===== config.mk =====
export PLATFORM = sky130hd
export DESIGN_NAME = md_sequencer_flat
export DESIGN_NICKNAME = d
export VERILOG_FILES = /design/src/rtl/md_sequencer_if.sv /design/src/rtl/md_sequencer.sv /design/src/flat_wrapper.sv
export SDC_FILE = /design/constraint.sdc
export NUM_CORES = 1
export LEC_CHECK = 0
export CAP_MARGIN = 40
export CORE_UTILIZATION = 35
export CTS_BUF_LIST = sky130_fd_sc_hd__clkbuf_8
export DETAILED_ROUTE_END_ITERATION = 6
export GPL_TIMING_DRIVEN = 0
export SETUP_SLACK_MARGIN = 0.05
export SLEW_MARGIN = 25
export SYNTH_ARGS = -nofsm -noshare
export SYNTH_HDL_FRONTEND = slang
export SYNTH_SLANG_ARGS = --single-unit

===== constraint.sdc =====
create_clock -name clk -period 4.2 [get_ports clk]
set_clock_uncertainty 0.1 [all_clocks]
set_input_delay 0.63 -clock clk [delete_from_list [all_inputs] [get_ports clk]]
set_output_delay 0.63 -clock clk [all_outputs]
set_load 0.01 [all_outputs]

===== src/rtl/md_sequencer_if.sv =====
// Multiply/divide sequencer bundle: E-stage request, D-stage HI/LO read hint, HI/LO and status back.
interface md_sequencer_if #(
  parameter int WIDTH = 32
) ();
  logic             startE;
  logic [1:0]       opE;
  logic [WIDTH-1:0] srcaE;
  logic [WIDTH-1:0] srcbE;
  logic             mthiE;
  logic             mtloE;
  logic             mfhiloD;
  logic [WIDTH-1:0] hi;
  logic [WIDTH-1:0] lo;
  logic             busy;
  logic             done;
  logic             stall;

  modport master (
    output startE, opE, srcaE, srcbE, mthiE, mtloE, mfhiloD,
    input  hi, lo, busy, done, stall
  );

  modport slave (
    input  startE, opE, srcaE, srcbE, mthiE, mtloE, mfhiloD,
    output hi, lo, busy, done, stall
  );
endinterface


===== src/rtl/md_sequencer.sv =====
// Radix-2 multiply/divide controller owning HI/LO for the MIPS execute stage.
// Optional macro MD_EARLY_OUT_EN: multiplies finish once no multiplier bits remain.
module md_sequencer #(
  parameter int WIDTH = 32
) (
  input logic          clk,
  input logic          reset,
  md_sequencer_if.slave mdBus
);
  localparam int CW = $clog2(WIDTH);

  typedef enum logic [1:0] {IDLE, RUN, FIX} mdStateT;

  mdStateT stateReg, stateNext;

  logic [CW-1:0]      counterReg;
  logic [WIDTH-1:0]   hiReg, loReg;
  logic               doneReg;
  logic               isDivReg, negResReg, negRemReg, divZeroReg;
  logic [2*WIDTH-1:0] mcandReg, prodReg;
  logic [WIDTH-1:0]   mplierReg;
  logic [WIDTH-1:0]   divisorReg, quoReg, remReg, dividendReg;

  logic               isSigned, startDiv, divByZero, zeroMplier;
  logic [WIDTH-1:0]   absA, absB;
  logic [2*WIDTH-1:0] mulAcc, prodFinal;
  logic [WIDTH:0]     divShift;
  logic               divFits;
  logic [WIDTH-1:0]   divDiff, quoFinal, remFinal;
  logic               lastStep, earlyDone;

  // Operand conditioning: magnitudes for signed ops, raw values otherwise.
  assign isSigned  = ~mdBus.opE[0];
  assign startDiv  = mdBus.opE[1];
  assign absA      = (isSigned && mdBus.srcaE[WIDTH-1]) ? -mdBus.srcaE : mdBus.srcaE;
  assign absB      = (isSigned && mdBus.srcbE[WIDTH-1]) ? -mdBus.srcbE : mdBus.srcbE;
  assign divByZero = startDiv && (mdBus.srcbE == '0);

`ifdef MD_EARLY_OUT_EN
  assign zeroMplier = ~startDiv && (absB == '0);
  assign earlyDone  = ~isDivReg && (mplierReg[WIDTH-1:1] == '0);
`else
  assign zeroMplier = 1'b0;
  assign earlyDone  = 1'b0;
`endif

  // Multiply accumulates a left-shifting multiplicand so an early exit leaves a correct product.
  assign mulAcc = mplierReg[0] ? (prodReg + mcandReg) : prodReg;

  // Restoring divide: bring in the next dividend bit and subtract if the divisor fits.
  assign divShift = {remReg, quoReg[WIDTH-1]};
  assign divFits  = divShift >= {1'b0, divisorReg};
  assign divDiff  = divShift[WIDTH-1:0] - divisorReg;

  assign prodFinal = negResReg ? -prodReg : prodReg;
  assign quoFinal  = negResReg ? -quoReg : quoReg;
  assign remFinal  = negRemReg ? -remReg : remReg;

  assign lastStep = (counterReg == CW'(WIDTH - 1));

  always_ff @(posedge clk) begin
    if (reset) begin
      stateReg <= IDLE;
    end else begin
      stateReg <= stateNext;
    end
  end

  always_comb begin
    stateNext = stateReg;
    unique case (stateReg)
      IDLE: begin
        if (mdBus.startE) begin
          stateNext = (divByZero || zeroMplier) ? FIX : RUN;
        end
      end
      RUN: begin
        if (lastStep || earlyDone) begin
          stateNext = FIX;
        end
      end
      FIX:     stateNext = IDLE;
      default: stateNext = IDLE;
    endcase
  end

  always_ff @(posedge clk) begin
    if (reset) begin
      counterReg  <= '0;
      hiReg       <= '0;
      loReg       <= '0;
      doneReg     <= 1'b0;
      isDivReg    <= 1'b0;
      negResReg   <= 1'b0;
      negRemReg   <= 1'b0;
      divZeroReg  <= 1'b0;
      mcandReg    <= '0;
      prodReg     <= '0;
      mplierReg   <= '0;
      divisorReg  <= '0;
      quoReg      <= '0;
      remReg      <= '0;
      dividendReg <= '0;
    end else begin
      doneReg <= 1'b0;
      case (stateReg)
        IDLE: begin
          if (mdBus.startE) begin
            counterReg  <= '0;
            isDivReg    <= startDiv;
            negResReg   <= isSigned && (mdBus.srcaE[WIDTH-1] ^ mdBus.srcbE[WIDTH-1]);
            negRemReg   <= isSigned && mdBus.srcaE[WIDTH-1];
            divZeroReg  <= divByZero;
            mcandReg    <= {{WIDTH{1'b0}}, absA};
            prodReg     <= '0;
            mplierReg   <= absB;
            divisorReg  <= absB;
            quoReg      <= absA;
            remReg      <= '0;
            dividendReg <= mdBus.srcaE;
          end else begin
            if (mdBus.mthiE) hiReg <= mdBus.srcaE;
            if (mdBus.mtloE) loReg <= mdBus.srcaE;
          end
        end
        RUN: begin
          counterReg <= counterReg + CW'(1);
          if (isDivReg) begin
            quoReg <= {quoReg[WIDTH-2:0], divFits};
            remReg <= divFits ? divDiff : divShift[WIDTH-1:0];
          end else begin
            prodReg   <= mulAcc;
            mcandReg  <= mcandReg << 1;
            mplierReg <= mplierReg >> 1;
          end
        end
        FIX: begin
          doneReg <= 1'b1;
          if (divZeroReg) begin
            loReg <= '1;
            hiReg <= dividendReg;
          end else if (isDivReg) begin
            loReg <= quoFinal;
            hiReg <= remFinal;
          end else begin
            loReg <= prodFinal[WIDTH-1:0];
            hiReg <= prodFinal[2*WIDTH-1:WIDTH];
          end
        end
        default: ;
      endcase
    end
  end

  assign mdBus.hi    = hiReg;
  assign mdBus.lo    = loReg;
  assign mdBus.done  = doneReg;
  assign mdBus.busy  = (stateReg != IDLE);
  assign mdBus.stall = mdBus.busy &
                       (mdBus.startE | mdBus.mthiE | mdBus.mtloE | mdBus.mfhiloD);
endmodule


===== src/flat_wrapper.sv =====
// flat-port wrapper written by rule: the top's interface ports become plain ports
module md_sequencer_flat 
#(
  parameter int WIDTH = 32
)
  (clk, reset, mdBus_startE, mdBus_opE, mdBus_srcaE, mdBus_srcbE, mdBus_mthiE, mdBus_mtloE, mdBus_mfhiloD, mdBus_hi, mdBus_lo, mdBus_busy, mdBus_done, mdBus_stall);
  md_sequencer_if #(.WIDTH(WIDTH)) mdBus_i ();
  input logic clk;
  input logic reset;
  input wire logic [$bits(mdBus_i.startE)-1:0] mdBus_startE;
  input wire logic [$bits(mdBus_i.opE)-1:0] mdBus_opE;
  input wire logic [$bits(mdBus_i.srcaE)-1:0] mdBus_srcaE;
  input wire logic [$bits(mdBus_i.srcbE)-1:0] mdBus_srcbE;
  input wire logic [$bits(mdBus_i.mthiE)-1:0] mdBus_mthiE;
  input wire logic [$bits(mdBus_i.mtloE)-1:0] mdBus_mtloE;
  input wire logic [$bits(mdBus_i.mfhiloD)-1:0] mdBus_mfhiloD;
  output wire logic [$bits(mdBus_i.hi)-1:0] mdBus_hi;
  output wire logic [$bits(mdBus_i.lo)-1:0] mdBus_lo;
  output wire logic [$bits(mdBus_i.busy)-1:0] mdBus_busy;
  output wire logic [$bits(mdBus_i.done)-1:0] mdBus_done;
  output wire logic [$bits(mdBus_i.stall)-1:0] mdBus_stall;
  assign mdBus_i.startE = mdBus_startE;
  assign mdBus_i.opE = mdBus_opE;
  assign mdBus_i.srcaE = mdBus_srcaE;
  assign mdBus_i.srcbE = mdBus_srcbE;
  assign mdBus_i.mthiE = mdBus_mthiE;
  assign mdBus_i.mtloE = mdBus_mtloE;
  assign mdBus_i.mfhiloD = mdBus_mfhiloD;
  assign mdBus_hi = mdBus_i.hi;
  assign mdBus_lo = mdBus_i.lo;
  assign mdBus_busy = mdBus_i.busy;
  assign mdBus_done = mdBus_i.done;
  assign mdBus_stall = mdBus_i.stall;
  md_sequencer #(.WIDTH(WIDTH)) u_core (.clk(clk), .reset(reset), .mdBus(mdBus_i));
endmodule

==> results of run 1 <==
-- state kept, by name, indices dropped and copies added, names as in the netlist --
register	flops
u_core.counterReg	5
u_core.negResReg	1
u_core.mdBus.hi	32
u_core.divZeroReg	1
u_core.mplierReg	32
u_core.mdBus.lo	32
u_core.negRemReg	1
u_core.quoReg	32
u_core.divisorReg	32
u_core.dividendReg	32
u_core.remReg	32
u_core.mdBus.done	1
u_core.mcandReg	64
u_core.prodReg	64
u_core.stateReg	2
u_core.isDivReg	1
-- how the worst max path moves through the flow --
stage	cells after the start	to	startpoint	slack, ns
after CTS	11	u_core.remReg[26]	u_core.remReg[9]	0.06
after global placement	11	u_core.stateReg[1]	mdBus_srcbE[0]	-0.37
after detailed placement	11	u_core.mplierReg[27]	mdBus_srcbE[0]	-0.34
after global routing	9	u_core.mdBus.hi[10]	u_core.prodReg[6]	0.04
final	9	u_core.mdBus.hi[6]	u_core.prodReg[6]	0.24
after floorplan	11	u_core.quoReg[29]	mdBus_srcaE[17]	0.73
-- cell type report --
type	instances	area [sq um]	area share, %
diodes	2	5.00	0.0177
plain buffers	243	926	3.27
clock buffers	85	1170	4.13
clock inverters	35	178	0.627
inverters	82	308	1.09
multi-input cells	2617	15900	56.1
flip-flops and latches	364	7290	25.7
well taps	931	1160	4.11
repair buffers	140	1390	4.90
-- critical path, stage by stage, from the launching register on --
cell and delay (ns):
dfxtp_1 0.41, or4_4 0.61, or4b_4 0.55, nor3_2 0.38, nand2_1 0.21, o41ai_1 0.41
xor2_1 0.18, o21ai_1 0.49, mux2i_1 0.13, a2111oi_0 0.39
-- synthesized netlist by cell type (19+ instances only) --
cell,n
nand2b_1,28
and3_1,20
o21bai_1,19
buf_1,31
nor2b_1,19
or3_1,31
a21o_1,62
a2111oi_0,23
a221oi_1,32
xnor2_1,135
nor2_1,354
nor4_1,29
xor2_1,109
o211ai_1,43
or4_1,26
ha_1,102
nand2_1,413
mux2i_1,38
nand4_1,32
inv_1,82
nand3_1,108
a31oi_1,32
nor3_1,77
a21oi_1,379
o21ai_0,177
a211oi_1,96
clkbuf_1,205
dfxtp_1,364
o31ai_1,53
-- cell usage in the layout (no fill, tap or decap), types with 17 or more instances in the layout --
master           instances
xor2_1                 109
inv_1                  110
nor2b_1                 19
clkdlybuf4s50_1        124
nand2b_1                28
ha_1                   102
o21ai_0                174
mux2i_1                 38
a21oi_1                378
o211ai_1                43
a2111oi_0               18
o21bai_1                19
a21o_1                  62
clkbuf_8                85
o41ai_1                 17
buf_1                   33
nand3_1                108
or4_1                   26
o31ai_1                 52
a221oi_1                31
a211oi_1                96
or3_1                   31
and3_1                  20
a31oi_1                 32
nand2_1                413
dfxtp_1                364
nor4_1                  29
nor3_1                  77
clkbuf_1               203
nand4_1                 32
nor2_1                 354
xnor2_1                135
-- power by group through the flow --
stage	sequential, mW	combinational, mW	clock [mW]
final	3.78	1.93	3.53
after global routing	3.80	2.06	3.71
after CTS	3.78	1.87	3.57
after detailed placement	3.85	1.86	0
after global placement	3.85	1.85	0
after floorplan	3.82	1.14	0
-- cells by family after synthesis --
family                     share of synthesized area (%)
DFF                                                 29.9
adders and majority gates                           5.40
and+or+nand+nor                                     22.7
muxes                                               1.70
buffers and inverters                               5.05
AOI/OAI and AO/OA                                   26.5
xor gates and xnor gates                            8.77
-- timing repair --
item / CTS / global route
resized for setup: 3 / 13
setup endpoints to repair: 14 / 37
cloned: 0 / 0
-- routing by layer --
layer	track usage, %	up-vias	wire length (microns)
met1	39.7	12457	45100
met4	12.1	10	4320
met3	5.63	257	10200
li1	-	12328	-
met5	0	-	58
met2	43.2	1344	44000
-- through the flow --
step	hold WS [ns]	TNS (ns)	setup WS [ns]	std cells
after CTS	0.200	0	0.0579	4494
after detailed placement	0.346	-2.38	-0.338	4374
after floorplan	0.329	0	0.733	3306
final	0.243	0	0.239	4499
after global routing	0.221	0	0.0426	4498
after global placement	0.337	-3.42	-0.373	4361
==> impl_metrics.csv, run 1 <==
group,metric,value,unit
outcome,outcome,"complete, no violations",
yosys,yosysTopAreaCell,"dfxtp_1",
timing,slew_headroom,30.0,%
yosys,synth-edff-count,0,
yosys,yosys_register_bits,364,
worst_setup_path,r2r_start,"u_core.prodReg[6]",
timing,rsz0062_at_grt,"false",
clock_network,clock_latency,0.69,ns
final_layout,layout-drive-gt1-share,4.18,%
power_and_ir_drop,finalPower,9.24,mW
power_and_ir_drop,clkPwrFrac,38.2,%
final_layout,area_growth,16.3,%
global_routing,antenna_found_initial,6,
floorplan,dieArea,0.0707,sq mm
worst_setup_path,cp_max_fo,8,
route,first_iter_violations,3001,
timing,hold_violations,0,
final_layout,final_nets,3693,
global_routing,grt_max_degree,11,
power_and_ir_drop,power.switching,3.10,mW
yosys,syn_inst,3306,
clock_network,clockRootBuffer,"clkbuf_8",
clock_network,cts_tree,"built",
final_layout,fill_cells,7321,
flow_run,max-cap-violations,0,
route,num_vias,26396,
floorplan,rows,96,
route,routed_wl,104000,microns
clock_network,postCtsSetupBuffers,0,
timing,drv_slew,0,
route,wl_per_cell,23.1,microns
power_and_ir_drop,intPower,6.14,mW
global_routing,grt_pass1_vias,23993,
worst_setup_path,endpoint_kind,"flop",
route,viasPerCell,5.87,
worst_setup_path,critPathArrivalTime,4.42,ns
yosys,async_flop_share,0,%
global_routing,grt_use_total,28.7,%
timing,fmax,0.252,GHz
power_and_ir_drop,pwr-share-seq,41.0,%
power_and_ir_drop,vdd_drop_max,0.193,mV
yosys,synth_area,0.0244,sq mm
yosys,ys_warn_count,0,
route,final_antenna_net_count,0,
power_and_ir_drop,p_leak,11.0,nW
floorplan,die_y,266,microns
floorplan,start_util,35.5,%
worst_hold_path,hold_depth,3,
yosys,yosysTopAreaCellShare,29.9,%
clock_network,clockBufferDepth,3,
floorplan,dieWidth,266,microns
final_layout,post-route-util,41.2,%
placement,gp_congestion,1.02,
floorplan,core,0.0687,sq mm
worst_setup_path,worstPathRequired,4.66,ns
yosys,ys.flop_type,"dfxtp_1",
worst_setup_path,timing_worst_setup_path_type,"flop to flop",
yosys,yosys-top-cells-area,"dfxtp_1 (30%), a21oi_1 (7.8%), nand2_1 (6.4%)",
clock_network,cts_buffers,69,
placement,dpl_cell_area,0.0269,sq mm
route,drt-pass1-iter-count,6,
clock_network,cts_sinks,364,
clock_network,ctsHoldBuffers,0,
yosys,ys_seq_area_share,29.9,%
worst_setup_path,r2r_end,"u_core.mdBus.hi[6]",
power_and_ir_drop,p_comb_share,20.8,%
clock_network,htreeDepth,3,
worst_hold_path,hold_path.startpoint,"mdBus_srcaE[23]",
worst_setup_path,reg2reg_depth,9,
worst_hold_path,whs_endpoint,"u_core.dividendReg[23]",
placement,port_buffers,124,
global_routing,grt_pass1_wl,154000,microns
yosys,synth.distinct_cells,82,
worst_setup_path,reg2reg_slack,0.24,ns
route,drc,0,
final_layout,finish.instance_area,0.0283,sq mm
timing,fin_crit_sh,94.3,%
timing,setup_viol,0,
timing,tightest_slew,1.05,ns
yosys,synth_area_per_cell,7.37,sq um
global_routing,gr-total-overflow,0,
worst_hold_path,hold_path_class,"primary input to flop",
power_and_ir_drop,powerDensity,326,mW/mm^2
floorplan,io-pin-count,139,
clock_network,clk_pin_slew,0.06,ns
worst_setup_path,cp-start-kind,"flop",
placement,hpwl,81100,microns
timing,finalCriticalPeriod,3.96,ns
yosys,postSynthNetCount,3482,
power_and_ir_drop,swShare,33.6,%
Note: power is estimated with default switching activity, not from simulation.
==> run 2: changes to the inputs <==
CORE_ASPECT_RATIO = 1.1   (was unset)
==> run 2 against run 1 <==
  * Sequential cell count unchanged
  * Wire length down 0.32%
  * Clock-buffer cell count up 4
  * Combinational power about the same
  * Sequential power about the same
  * Total power up 0.46%
  * First-iteration DRC count down 8.3%
  * Core utilization down 0.19 points
  * Hold slack worse by 0.043 ns
  * Non-clock buffer count down 1
==> impl_metrics.csv, run 2 (same netlist as run 1, synthesis figures left out) <==
group,metric,value,unit
outcome,outcome,"complete, no violations",
power_and_ir_drop,vdd_drop_max,0.164,mV
placement,place_ws,-0.171,ns
worst_setup_path,cp-start-kind,"flop",
final_layout,finish.instance_area,0.0283,sq mm
timing,slew_headroom,37.5,%
worst_setup_path,crit_chain,"or4_4 > or4b_4 > or3_4 > or2_4 > o41ai_2 > xnor2_1 > nor2_1 > a211oi_1 > a211oi_2 > a2111oi_0",
route,final_antenna_net_count,0,
final_layout,final_common_cell,"nand2_1",
final_layout,layout-drive-gt1-share,4.38,%
clock_network,clk_pin_slew,0.07,ns
placement,port_buffers,124,
floorplan,dieWidth,254,microns
timing,fin_crit_sh,97.2,%
worst_setup_path,r2r_end,"u_core.mdBus.hi[1]",
worst_setup_path,cp_max_fo,8,
route,routed_wl,103000,microns
worst_hold_path,hold_depth,3,
placement,dp.cells,4368,
timing,setup_ws,0.119,ns
floorplan,core,0.0690,sq mm
floorplan,dieArea,0.0707,sq mm
global_routing,gr-total-overflow,0,
worst_setup_path,r2r_start,"u_core.prodReg[6]",
timing,setup_viol,0,
worst_setup_path,reg2reg_slack,0.12,ns
route,wl_per_cell,23.0,microns
clock_network,clock_latency,0.70,ns
route,drc,0,
floorplan,io-pin-count,139,
global_routing,grt_pass1_vias,24094,
final_layout,fin_cells,4493,
worst_hold_path,hold_path_class,"primary input to flop",
timing,tightest_slew,0.915,ns
final_layout,layout_common_cells,"nand2_1 (413), a21oi_1 (379), dfxtp_1 (364)",
global_routing,grt_pass1_wl,153000,microns
timing,fmax,0.245,GHz
final_layout,area_growth,16.3,%
worst_setup_path,worstPathRequired,4.68,ns
timing,rsz0062_at_grt,"true",
worst_setup_path,timing_worst_setup_path_type,"flop to flop",
route,first_iter_violations,2752,
clock_network,clockBufferDepth,3,
power_and_ir_drop,p_leak,11.0,nW
floorplan,rows,101,
global_routing,grt_max_degree,11,
worst_setup_path,worst-path-buf-inv,0,
clock_network,htreeDepth,3,
clock_network,cts_sinks,364,
worst_setup_path,worst_path_max_delay_cell,"or4_4",
placement,hpwl,81200,microns
timing,drv_slew,0,
timing,hold_violations,0,
final_layout,reg_top3,"u_core.mcandReg: 64 flops, u_core.prodReg: 64 flops",
route,num_vias,26114,
placement,gp_congestion,1.03,
placement,dpl_cell_area,0.0269,sq mm
floorplan,start_util,35.3,%
floorplan,die_y,279,microns
flow_run,max-cap-violations,0,
clock_network,cts_tree,"built",
power_and_ir_drop,powerDensity,328,mW/mm^2
route,drt-pass1-iter-count,7,
clock_network,clockRootBuffer,"clkbuf_8",
global_routing,antenna_found_initial,2,
clock_network,cts_buffers,70,
worst_setup_path,endpoint_kind,"flop",
worst_setup_path,cp_top_family,"simple AND/OR/NAND/NOR gates",
worst_setup_path,critPathArrivalTime,4.56,ns
worst_setup_path,cpPeakStageDelay,0.64,ns
final_layout,final_nets,3693,
route,viasPerCell,5.81,
worst_hold_path,hold_path.startpoint,"mdBus_srcaE[23]",
worst_hold_path,whs_endpoint,"u_core.dividendReg[23]",
worst_setup_path,reg2reg_depth,10,
timing,finalCriticalPeriod,4.08,ns
global_routing,grt_use_total,28.6,%
## run 2: worst max path at each step
stage | from | endpoint | slack [ns] | cells after the start
finish | u_core.prodReg[6] | u_core.mdBus.hi[1] | 0.12 | 10
global route | u_core.remReg[9] | u_core.remReg[27] | -0.01 | 11
CTS | u_core.prodReg[35] | u_core.prodReg[61] | 0.08 | 12
detailed placement | mdBus_srcbE[0] | u_core.mplierReg[27] | -0.17 | 11
global placement | mdBus_srcbE[0] | u_core.stateReg[1] | -0.29 | 11
floorplan | mdBus_srcaE[17] | u_core.quoReg[29] | 0.73 | 11
## run 2: what timing repair did
item                       in CTS  in global routing
resized for setup               4                  9
buffers inserted                0                  0
setup endpoints to repair      18                 36
hold buffers                    0                  0
## run 2: through the flow
step | setup TNS (ns) | util [%] | power (mW) | hold WS (ns)
after global routing | -0.0130 | 41.1 | 9.62 | 0.222
final | 0 | 41.1 | 9.28 | 0.199
after CTS | 0 | 41.0 | 9.25 | 0.172
after global placement | -1.96 | 38.8 | 5.69 | 0.337
after floorplan | 0 | - | 4.95 | 0.329
after detailed placement | -1.49 | 39.0 | 5.70 | 0.344
## run 2: area by class of cell
class                      instances  area, sq um
inverter                          82          308
fill                            7211        40700
clock inverter                    31          141
timing repair buffer             139         1390
tap                              927         1160
antenna                            1         2.50
sequential                       364         7290
multi-input combinational       2617        15900
buffer                           243          926
clock buffer                      89         1220
## run 2: layer usage
layer / GRT usage [%] / vias up / share of wire [%]
met2: 44.7 / 1210 / 44
met5: 0 / - / 0.013
met1: 37.7 / 12345 / 43
li1: - / 12315 / -
met4: 12.9 / 2 / 4.5
met3: 5.63 / 242 / 8.5
## run 2: worst register-to-register path, stage by stage (launching register included)
cell and delay, ns:
dfxtp_1 0.44, or4_4 0.64, or4b_4 0.55, or3_4 0.44
or2_4 0.27, o41ai_2 0.23, xnor2_1 0.27, nor2_1 0.08
a211oi_1 0.57, a211oi_2 0.05, a2111oi_0 0.37
## run 2: power by group
group / internal, mW / total (mW) / switching, mW
combinational: 0.633 / 1.92 / 1.29
sequential: 3.63 / 3.79 / 0.155
clock: 1.89 / 3.57 / 1.68
total: 6.16 / 9.28 / 3.12
